File: config.mk
export PLATFORM = sky130hd
export DESIGN_NAME = dbi_burst_ctrl
export DESIGN_NICKNAME = d
export VERILOG_FILES = /design/src/rtl/dbi_pkg.sv /design/src/rtl/dbi_maj9.sv /design/src/rtl/dbi_burst_ctrl.sv
export SDC_FILE = /design/constraint.sdc
export NUM_CORES = 1
export LEC_CHECK = 0
export CAP_MARGIN = 20
export CORE_UTILIZATION = 50
export DETAILED_ROUTE_END_ITERATION = 10
export HOLD_SLACK_MARGIN = 0.08
export PLACE_DENSITY = 0.84
export SETUP_SLACK_MARGIN = 0.2
export SYNTH_ARGS = -nofsm -noshare
export SYNTH_HDL_FRONTEND = slang
export SYNTH_HIERARCHICAL = 1
export SYNTH_SLANG_ARGS = --single-unit
File: constraint.sdc
create_clock -name clk -period 6.75 [get_ports clk]
set_input_delay 1.35 -clock clk [delete_from_list [all_inputs] [get_ports clk]]
set_output_delay 1.35 -clock clk [all_outputs]
set_load 0.05 [all_outputs]
File: src/rtl/dbi_pkg.sv
// Shared types and constants for the byte-lane DBI transmit controller.
package dbi_pkg;

    typedef enum logic [1:0] {
        IDLE  = 2'd0,
        BURST = 2'd1,
        GAP   = 2'd2
    } dbi_state_e;

    localparam logic       DBI_DC  = 1'b0;
    localparam logic       DBI_AC  = 1'b1;
    localparam logic [7:0] DQ_PARK = 8'hFF;

endpackage

File: src/rtl/dbi_maj9.sv
// 9-input majority voter: o_maj = 1 when at least five inputs are 1.
module dbi_maj9 (
    input  logic [8:0] i_vote,
    output logic       o_maj
);

    logic [3:0] w_cnt;

    // Population count of the nine votes.
    always_comb begin
        w_cnt = 4'd0;
        for (int k = 0; k < 9; k++) begin
            w_cnt = w_cnt + {3'b000, i_vote[k]};
        end
    end

    assign o_maj = (w_cnt >= 4'd5);

endmodule

File: src/rtl/dbi_burst_ctrl.sv
// Byte-lane DBI transmit controller: per-beat DC/AC inversion decision,
// single-register output stage, burst length / inter-burst gap enforcement
// and per-burst inversion count.
module dbi_burst_ctrl
    import dbi_pkg::*;
#(
    parameter int BL      = 8,
    parameter int GAP_CYC = 2,
    parameter int W       = 8
) (
    input  logic         clk,
    input  logic         rst,
    input  logic         cfg_en,
    input  logic         cfg_mode,
    input  logic         s_valid,
    output logic         s_ready,
    input  logic [W-1:0] s_data,
    output logic         o_valid,
    input  logic         o_ready,
    output logic [W-1:0] o_dq,
    output logic         o_dbi,
    output logic         o_last,
    output logic         done,
    output logic [7:0]   inv_cnt
);

    localparam logic [7:0] BEAT_LAST = 8'(BL - 1);
    localparam logic [7:0] BEAT_END  = 8'(BL);
    localparam logic [3:0] GAP_LAST  = 4'((GAP_CYC > 0) ? (GAP_CYC - 1) : 0);
    localparam logic       HAS_GAP   = (GAP_CYC > 0);

    dbi_state_e r_state;
    dbi_state_e w_state_nx;

    logic [7:0]   r_beat_cnt;
    logic [3:0]   r_gap_cnt;
    logic         r_en;
    logic         r_mode;
    logic         r_o_valid;
    logic [W-1:0] r_o_dq;
    logic         r_o_dbi;
    logic         r_o_last;
    logic [W-1:0] r_prev;
    logic [7:0]   r_inv_acc;
    logic [7:0]   r_inv_cnt;
    logic         r_done;

    logic         w_s_ready;
    logic         w_in_acc;
    logic         w_out_acc;
    logic         w_last_out;
    logic         w_en;
    logic         w_mode;
    logic [W-1:0] w_ref;
    logic [8:0]   w_vote;
    logic         w_maj;
    logic         w_inv;
    logic [W-1:0] w_enc;

    assign w_out_acc  = r_o_valid & o_ready;
    assign w_last_out = w_out_acc & r_o_last;

    // Next-state and input-ready decode.
    always_comb begin
        w_state_nx = r_state;
        w_s_ready  = 1'b0;
        case (r_state)
            IDLE: begin
                w_s_ready = 1'b1;
                if (s_valid) begin
                    w_state_nx = BURST;
                end
            end
            BURST: begin
                // Once all BL beats are in, hold off until the last one drains.
                w_s_ready = (r_beat_cnt != BEAT_END) & (~r_o_valid | o_ready);
                if (w_last_out) begin
                    w_state_nx = HAS_GAP ? GAP : IDLE;
                end
            end
            GAP: begin
                if (r_gap_cnt == GAP_LAST) begin
                    w_state_nx = IDLE;
                end
            end
            default: w_state_nx = IDLE;
        endcase
    end

    assign s_ready  = w_s_ready & ~rst;
    assign w_in_acc = s_valid & s_ready;

    // The first beat of a burst uses the live config; later beats use the latched copy.
    assign w_en   = (r_state == IDLE) ? cfg_en   : r_en;
    assign w_mode = (r_state == IDLE) ? cfg_mode : r_mode;

    // A beat still sitting in the output register is what the bus will carry
    // just before this one, so it is the AC reference rather than r_prev.
    assign w_ref  = r_o_valid ? r_o_dq : r_prev;

    // Ninth vote tied low so an exact 4/4 split resolves to non-inverted.
    assign w_vote = (w_mode == DBI_AC) ? {s_data ^ w_ref, 1'b0} : {~s_data, 1'b0};

    dbi_maj9 u_maj9 (
        .i_vote (w_vote),
        .o_maj  (w_maj)
    );

    assign w_inv = w_en & w_maj;
    assign w_enc = w_inv ? ~s_data : s_data;

    // FSM state register.
    always_ff @(posedge clk) begin
        if (rst) begin
            r_state <= IDLE;
        end else begin
            r_state <= w_state_nx;
        end
    end

    // Beat counter: counts accepted input beats, cleared when the burst drains.
    always_ff @(posedge clk) begin
        if (rst) begin
            r_beat_cnt <= 8'd0;
        end else if (w_last_out) begin
            r_beat_cnt <= 8'd0;
        end else if (w_in_acc) begin
            r_beat_cnt <= r_beat_cnt + 8'd1;
        end
    end

    // Gap counter: runs only while in GAP and rewinds on exit.
    always_ff @(posedge clk) begin
        if (rst) begin
            r_gap_cnt <= 4'd0;
        end else if (r_state == GAP) begin
            r_gap_cnt <= (r_gap_cnt == GAP_LAST) ? 4'd0 : (r_gap_cnt + 4'd1);
        end else begin
            r_gap_cnt <= 4'd0;
        end
    end

    // Burst configuration latch, captured on the first accepted beat.
    always_ff @(posedge clk) begin
        if (rst) begin
            r_en   <= 1'b0;
            r_mode <= DBI_DC;
        end else if ((r_state == IDLE) && w_in_acc) begin
            r_en   <= cfg_en;
            r_mode <= cfg_mode;
        end
    end

    // Output register: loads on input accept, holds under backpressure.
    always_ff @(posedge clk) begin
        if (rst) begin
            r_o_valid <= 1'b0;
            r_o_dq    <= DQ_PARK;
            r_o_dbi   <= 1'b0;
            r_o_last  <= 1'b0;
        end else if (w_in_acc) begin
            r_o_valid <= 1'b1;
            r_o_dq    <= w_enc;
            r_o_dbi   <= w_inv;
            r_o_last  <= (r_beat_cnt == BEAT_LAST);
        end else if (o_ready) begin
            r_o_valid <= 1'b0;
        end
    end

    // AC reference: last byte actually taken by the downstream side.
    always_ff @(posedge clk) begin
        if (rst) begin
            r_prev <= DQ_PARK;
        end else if (w_out_acc) begin
            r_prev <= r_o_dq;
        end
    end

    // Inversion statistics and the done pulse for the drained burst.
    always_ff @(posedge clk) begin
        if (rst) begin
            r_inv_acc <= 8'd0;
            r_inv_cnt <= 8'd0;
            r_done    <= 1'b0;
        end else begin
            r_done <= w_last_out;
            if (w_last_out) begin
                r_inv_cnt <= r_inv_acc;
                r_inv_acc <= 8'd0;
            end else if (w_in_acc && w_inv) begin
                r_inv_acc <= r_inv_acc + 8'd1;
            end
        end
    end

    assign o_valid = r_o_valid;
    assign o_dq    = r_o_dq;
    assign o_dbi   = r_o_dbi;
    assign o_last  = r_o_last;
    assign done    = r_done;
    assign inv_cnt = r_inv_cnt;

endmodule

# Word-level counts from Yosys, hierarchy flattened
# Cells that the tools add are included.
# classes
shifts,0
n_addsub,11
bitwise,12
n_mux,12
multipliers,0
div,0
eq_ne,8
magnitude_cmp,1
reduce_logical,7
# op_table
cell,n
adder 4 x 1 -> 4 bit,7
"adder 8 x 1 -> 8 bit, second input constant",2
2-to-1 mux 8 bit,2
2-to-1 mux 9 bit,1
"equality test 8 x 3 -> 1 bit, second input constant",1
"!= test 8 x 4 -> 1 bit, second input constant",1
inverter 8 bit,1
bitwise XOR 8 bit,1
bitwise AND 1 bit,6
2-to-1 mux 2 bit,3
case mux 2 bit (3 select lines),1
"adder 4 x 1 -> 4 bit, second input constant",1
"equality test 4 x 1 -> 1 bit, second input constant",1
"greater-or-equal comparator 4 x 3 -> 1 bit, second input constant",1
2-to-1 mux 1 bit,4
"!= test 2 bit, second input constant",2
inverter 1 bit,3
AND reduction 3 bit,1
OR reduction 3 bit,1
adder 1 x 1 -> 2 bit,1
"equality test 2 x 1 -> 1 bit, second input constant",1
"equality test 2 bit, second input constant",1
logical AND 1 bit,2
logical NOT 2 bit,1
other kinds (5),5
# word_totals
ram_bits,0
out_inout_bits,21
ff_bits,52
elab_cells,64
romBits,0
memories,0
latchBits,0
in_bits,14

# Logic depth before layout (Yosys ltp)
# Gate-level depths: netlist of run 1.
# depth
ltp_word,14
depth_mapped,20

# Cells and area by module
# The synthesis of run 1 kept the hierarchy.
# by_module_without_submodules
module,instances,seq_area_each_um2,area_each_um2,cells_per_inst
dbi_burst_ctrl,1,1041.0,2428.6,259
dbi_maj9,1,0.0,210.2,24

# Least setup slack after synthesis of run 1
# No wires, ideal clock.
# synth_path
kind,in2reg
startpoint,in cfg_mode
endpoint,reg r_inv_acc[4]
setup_slack_ns,1.336
setup_ns,0.072
arrival_time_ns,5.342
stages,18
n_path_buf,1
path_cell_list,mux2i_1 a211oi_1 xnor2_1 inv_1 fa_1 fa_1 inv_1 fa_1 inv_1 fa_1 nand2b_4 a221o_1 a22o_1 o211a_1 a31oi_1 clkbuf_1 or4_1 a21oi_1
# synth_rtl
element,line,rtl
"start, declared",dbi_burst_ctrl.sv:14,"input logic cfg_mode,"
2-to-1 mux 1 bit,dbi_burst_ctrl.sv:95,assign w_mode = (r_state == IDLE) ? cfg_mode : r_mode;
2-to-1 mux 9 bit,dbi_burst_ctrl.sv:102,"assign w_vote = (w_mode == DBI_AC) ? {s_data ^ w_ref, 1'b0} : {~s_data, 1'b0};"
net w_vote[3],dbi_burst_ctrl.sv:55,logic [8:0] w_vote;
adder 4 x 1 -> 4 bit (6 in series),dbi_maj9.sv:13,"w_cnt = w_cnt + {3'b000, i_vote[k]};"
greater-or-equal comparator 4 x 3 -> 1 bit,dbi_maj9.sv:17,assign o_maj = (w_cnt >= 4'd5);
net w_maj,dbi_burst_ctrl.sv:56,logic w_maj;
bitwise AND 1 bit,dbi_burst_ctrl.sv:109,assign w_inv = w_en & w_maj;
logical AND 1 bit,dbi_burst_ctrl.sv:191,end else if (w_in_acc && w_inv) begin
"end signal, assigned",dbi_burst_ctrl.sv:192,r_inv_acc <= r_inv_acc + 8'd1;
"end, declared",dbi_burst_ctrl.sv:44,logic [7:0] r_inv_acc;
# The timed path passes the listed nets, and every way through them passes these cells.
# A chain may end at the register's enable or synchronous reset.

# Final worst setup path of run 1
# layout_path
startpoint,in cfg_mode
endpoint,reg r_inv_acc[6]
# Same word-level chain as after synthesis.

==> run_results.csv, run 1 <==
group,metric,value,unit
place,place.gp.congestion,0.824,
route,ant_nets,0,
layout,num_antenna_cells,0,
layout,multi_input_area,0.00144,mm²
layout,stdcell_count,382,
timing,fin_skew,0.00543,ns
power_and_ir_drop,power_leakage,1.13,nW
floorplan,start_util,0.517,
power_and_ir_drop,p_int,0.000519,W
layout,most-common-layout-cells,"52 x dfxtp_1, 34 x clkdlybuf4s50_1, 18 x inv_1, 18 x xnor2_1, 18 x a21oi_1",
critical_path,start_kind,"primary input",
floorplan,rows,26,
synthesis,synth_nets,309,
place,pre_cts_ws,0.548,ns
place,dp_cells,373,
route,drc,0,
timing,rsz0062_at_grt,"false",
cts,cts_resized,0,
floorplan,die_w,74.6,µm
power_and_ir_drop,clkPwrFrac,0.233,
global_routing,gr-total-overflow,0,
power_and_ir_drop,power_density,253,mW/mm²
cts,cts_tree,"built",
timing,hold_violations,0,
synthesis,synth.area.top_cells,"dfxtp_1 39%, xnor2_1 6.0%, fa_1 3.8%",
place,dp_hpwl,3.71,mm
cts,clk_latency,0.30,ns
power_and_ir_drop,seq_power_share,0.439,
synthesis,yosysTopAreaCell,"dfxtp_1",
min_path,hp-class,"flip-flop to flip-flop",
cts,clk_pin_slew,0.09,ns
layout,syn_to_final_growth,17.3,%
timing,finalSetupViolations,0,
timing,slew_viol_final,0,
synthesis,synth-seq-area-share,0.394,
global_routing,antenna_found_initial,0,
route,detail_route.wl_per_cell,13.7,µm
cts,htree_levels,2,
cts,cts_inserted_buffers,5,
layout,nFillCells,455,
synthesis,synthesis.area,0.00264,mm²
power_and_ir_drop,share_comb_of_total_power,0.328,
timing,fin_crit,5.89,ns
floorplan,core_area,0.00511,mm²
timing,tightest_slew,0.879,ns
power_and_ir_drop,peakVddDrop,0.000168,V
cts,cts_setup_buffers,0,
job,maxCapViolations,0,
place,placed_area,0.00299,mm²
layout,regArea,0.00104,mm²
global_routing,grt_max_degree,31,
run_status,status,"complete, no violations",
cts,root_buffer,"clkbuf_8",
floorplan,ios,35,
layout,drive_above_1_share,0.0705,
route,vias,2148,
global_routing,grt_pass1_wl,8.87,mm
synthesis,yosysUniqueCellTypes,48,
floorplan,fp.dieArea,0.00557,mm²
synthesis,synth-async-reset-ratio,0,
global_routing,grt_pass1_vias,1904,
critical_path,slowest_stage,"mux2i_1",
cts,hold_buffers,0,
floorplan,dieHeight,74.6,µm
power_and_ir_drop,p_sw_frac,0.338,
layout,final_common_cell,"dfxtp_1",
synthesis,synthCells,283,
synthesis,ys_ff_latch,52,
critical_path,crit_family,"adder cells",
route,drtIter0Drc,157,
synthesis,synth_top_area_share,0.394,
timing,post-route-period-util,0.873,
critical_path,critPathMaxStageDelay,0.56,ns
synthesis,syn_area_per_cell,9.32,µm²
route,via_per_inst,5.62,
critical_path,worst_setup_path_end_kind,"flip-flop",
synthesis,yosysWarnings,6,
layout,fin_area,0.00310,mm²
timing,setup_tns,0,ns
synthesis,synth_flop_cell,"dfxtp_1",
global_routing,grt_usage,0.208,
timing,timing.slew.headroom,0.413,
route,wirelength,5.24,mm
critical_path,crit_arrival,6.12,ns
cts,clock-sinks,52,
timing,fmax,0.170,GHz
place,numPortBuffers,34,
timing,fin_ws,0.857,ns
power_and_ir_drop,power_switching,0.000265,W
critical_path,setup.worst_path.class,"primary input to flip-flop",
synthesis,synth_edf_count,0,
critical_path,timing.critical_path.buf_inv,5,
critical_path,path_cells,"clkdlybuf4s50_1 -> mux2i_1 -> a211oi_1 -> xnor2_1 -> inv_1 -> fa_1 -> fa_1 -> inv_1 -> fa_1 -> inv_1 -> fa_1 -> nand2b_4 -> a221o_1 -> a22o_1 -> o211a_1 -> a31oi_1 -> buf_4 -> or4_1 -> a21oi_1",
cts,clock_path_buffers,2,
route,first_pass_iters,5,
critical_path,path_common_cell,"fa_1",
layout,fin_nets,337,
critical_path,crit_fanout,11,
critical_path,crit_required,6.98,ns
## logic make-up after synthesis
group,count (synthesis),share of synthesized area
and+or+nand+nor,89,0.191
AOI/OAI and AO/OA,71,0.202
DFF,52,0.395
buffers and inverters,34,0.0588
xor gates and xnor gates,19,0.0631
adders and majority gates,12,0.0711
muxes,5,0.0190
other,1,0.00142
## final timing paths
kind,start,to,slack [ns],cells past startpoint
setup / recovery,cfg_mode,r_inv_acc[6],0.86,19
hold reg to reg,r_mode,r_mode,0.47,2
setup reg to reg,r_state[0],r_inv_acc[6],1.62,19
hold / removal,r_mode,r_mode,0.47,2
## metrics by stage
step	util	total power, W	hold slack, ns
2_1_floorplan	-	0.000544	0.427
3_3_place_gp	0.586	0.000597	0.434
3_5_place_dp	0.586	0.000606	0.444
4_1_cts	0.605	0.000789	0.465
5_1_grt	0.606	0.000830	0.484
6_report	0.606	0.000784	0.466
## cell type report
type	count	area share
well taps	70	0.0283
clock buffers	7	0.0279
inverters	18	0.0218
clock inverters	1	0.00243
repair buffers	37	0.117
multi-input cells	197	0.466
flip-flops and latches	52	0.336
## cells in the mapped netlist (6+ instances only)
cell type  count
dfxtp_1       52
a21oi_1       18
inv_1         18
xnor2_1       18
nand2_1       13
nor2_1        13
clkbuf_1      11
nand3_1       10
a22o_1         9
nor3_1         9
a211o_1        8
a211oi_1       8
and3_1         8
nor2b_1        8
ha_1           7
o31ai_1        6
## power groups by stage
stage	Sequential [W]	Clock (W)	Combinational [W]
3_5_place_dp	0.000351	0	0.000255
2_1_floorplan	0.000381	0	0.000163
5_1_grt	0.000347	0.000201	0.000281
3_3_place_gp	0.000350	0	0.000247
6_report	0.000344	0.000183	0.000257
4_1_cts	0.000344	0.000187	0.000258
## routing by layer
metal	part of all wire	track usage	wire length [µm]
met4	0.011	0.0692	57
met5	0	0	0
met3	0.031	0.0428	163
met2	0.48	0.343	2500
met1	0.48	0.272	2520
## sequential cells by signal (all words and copies together) (netlist names)
signal,count
r_beat_cnt,8
r_prev,8
o_valid,1
r_inv_acc,8
inv_cnt,8
o_last,1
o_dbi,1
r_gap_cnt,4
r_state,2
o_dq,8
r_mode,1
done,1
r_en,1
## worst register-to-register path, cell delays in order (launching register included)
cell,delay (ns)
dfxtp_1,0.40
nor2_2,0.27
mux2i_1,0.62
a211oi_1,0.13
xnor2_1,0.17
inv_1,0.08
fa_1,0.50
fa_1,0.51
inv_1,0.05
fa_1,0.38
inv_1,0.08
fa_1,0.45
nand2b_4,0.10
a221o_1,0.14
a22o_1,0.16
o211a_1,0.18
a31oi_1,0.04
buf_4,0.18
or4_1,0.48
a21oi_1,0.15
Note: power is estimated with default switching activity, not from simulation.
==> run 2: changes to the inputs <==
Settings changed: CTS_CLUSTER_DIAMETER from default to 150, GPL_TIMING_DRIVEN from default to 0.
Clock period 6.75 ns to 5.9 ns, I/O delays scaled along.
==> run_results.csv, run 2 (synthesized netlist as in run 1, its figures left out) <==
group,metric,value,unit
power_and_ir_drop,power_switching,0.000331,W
route,wirelength,6.22,mm
cts,clk_pin_slew,0.10,ns
route,ant_nets,0,
route,drtIter0Drc,107,
timing,fin_skew,0.00807,ns
global_routing,grtUsageMet3,0.0469,
power_and_ir_drop,p_int,0.000640,W
critical_path,crit_fanout,8,
layout,num_antenna_cells,0,
layout,stdcell_count,398,
power_and_ir_drop,peakVddDrop,0.000224,V
floorplan,fp.dieArea,0.00557,mm²
global_routing,grt_usage,0.243,
min_path,hp-class,"flip-flop to flip-flop",
cts,htree_levels,2,
power_and_ir_drop,seq_power_share,0.403,
route,drc,0,
critical_path,worst_setup_path_end_kind,"flip-flop",
route,first_pass_iters,4,
layout,final_common_cell,"dfxtp_1",
critical_path,crit_required,6.15,ns
power_and_ir_drop,p_sw_frac,0.341,
critical_path,setup.worst_path.class,"primary input to flip-flop",
layout,most-common-layout-cells,"52 x dfxtp_1, 33 x clkdlybuf4s50_1, 18 x inv_1, 18 x xnor2_1, 18 x a21oi_1",
timing,rsz0062_at_grt,"false",
timing,hold_ws,0.462,ns
timing,timing.slew.headroom,0.551,
layout,drive_above_1_share,0.110,
cts,cts_tree,"built",
global_routing,grt_pass1_wl,10.2,mm
timing,fin_ws,0.570,ns
power_and_ir_drop,power_leakage,1.20,nW
timing,fin_crit,5.33,ns
route,via_per_inst,5.73,
run_status,status,"complete, no violations",
floorplan,core_area,0.00511,mm²
timing,post-route-period-util,0.903,
global_routing,grt_pass1_vias,2283,
place,pre_cts_ws,-0.420,ns
cts,root_buffer,"clkbuf_8",
floorplan,die_w,74.6,µm
route,vias,2280,
floorplan,rows,26,
layout,fin_nets,353,
timing,fmax,0.188,GHz
critical_path,crit_arrival,5.58,ns
cts,clk_latency,0.31,ns
layout,multi_input_area,0.00149,mm²
route,detail_route.wl_per_cell,15.6,µm
job,maxCapViolations,0,
floorplan,start_util,0.517,
power_and_ir_drop,share_comb_of_total_power,0.344,
place,place.gp.congestion,0.806,
timing,hold_violations,0,
cts,clock-sinks,52,
place,placed_area,0.00307,mm²
layout,fin_area,0.00325,mm²
timing,finalSetupViolations,0,
global_routing,antenna_found_initial,0,
layout,syn_to_final_growth,23.2,%
global_routing,use_met2,0.437,
global_routing,gr-total-overflow,0,
power_and_ir_drop,power_density,299,mW/mm²
global_routing,grtUsageMet1,0.280,
layout,nFillCells,432,
cts,clock_path_buffers,2,
global_routing,grt_busiest_layer,"met2",
floorplan,ios,35,
cts,cts_inserted_buffers,5,
global_routing,grt_max_degree,17,
power_and_ir_drop,clkPwrFrac,0.254,
place,dp_hpwl,4.18,mm
place,dp_cells,387,
critical_path,start_kind,"primary input",
timing,slew_viol_final,0,
place,numPortBuffers,34,
layout,regArea,0.00104,mm²
timing,tightest_slew,0.672,ns
floorplan,dieHeight,74.6,µm
layout,fin_util,0.636,
==> run 2: timing repair <==
| item | 4_1_cts | 5_1_grt |
|---|---|---|
| gates cloned | 0 | 0 |
| setup endpoints to repair | 15 | 15 |
| gates resized for setup | 3 | 10 |
| buffers inserted | 0 | 3 |
| endpoints found under the hold margin | 0 | 0 |
| hold buffers | 0 | 0 |
| pin swaps | 0 | 2 |
==> run 2: worst paths after layout <==
check / cells past startpoint / slack [ns] / startpoint / endpoint
max: 19 / 0.57 / cfg_mode / r_inv_acc[6]
min: 1 / 0.46 / r_prev[0] / r_prev[0]
max reg2reg: 19 / 0.57 / o_valid / r_inv_acc[6]
min reg2reg: 1 / 0.46 / r_prev[0] / r_prev[0]
==> run 2: per-stage QoR <==
stage / power, W / setup TNS (ns)
after floorplan: 0.000623 / 0
after global placement: 0.000697 / -2.93
after detailed placement: 0.000709 / -4.55
after CTS: 0.000956 / 0
after global routing: 0.00102 / 0
final: 0.000970 / 0
==> run 2: per-layer routing <==
layer / part of all wire / vias up / routed length [µm]
met4: 0.015 / 0 / 92
met5: 0 / - / 0
met2: 0.52 / 59 / 3230
met1: 0.43 / 1113 / 2680
met3: 0.034 / 10 / 213
li1: - / 1098 / -
==> run 2: critical path: stages <==
cell            delay [ns]
dlymetal6s2s_1        0.16
mux2i_4               0.35
a211oi_2              0.10
xnor2_1               0.18
inv_1                 0.09
fa_1                  0.50
fa_1                  0.53
inv_1                 0.06
fa_1                  0.38
inv_1                 0.08
fa_1                  0.45
nand2b_4              0.09
a221o_1               0.13
a22o_1                0.21
o211a_1               0.19
a31oi_1               0.07
buf_4                 0.20
or4_1                 0.48
a21oi_1               0.15
==> run 2: power groups by stage <==
stage / Combinational (W) / Sequential (W) / Clock [W]
floorplan: 0.000186 / 0.000436 / 0
global placement: 0.000302 / 0.000395 / 0
detailed placement: 0.000313 / 0.000396 / 0
CTS: 0.000318 / 0.000388 / 0.000249
global route: 0.000361 / 0.000394 / 0.000263
finish: 0.000334 / 0.000391 / 0.000246
==> run 2: area by class of cell <==
class,instances,area share
buffer,16,0.0281
clock buffer,5,0.0212
clock inverter,3,0.0131
inverter,18,0.0208
multi-input combinational,197,0.457
sequential,52,0.320
tap,70,0.0269
timing repair buffer,37,0.112
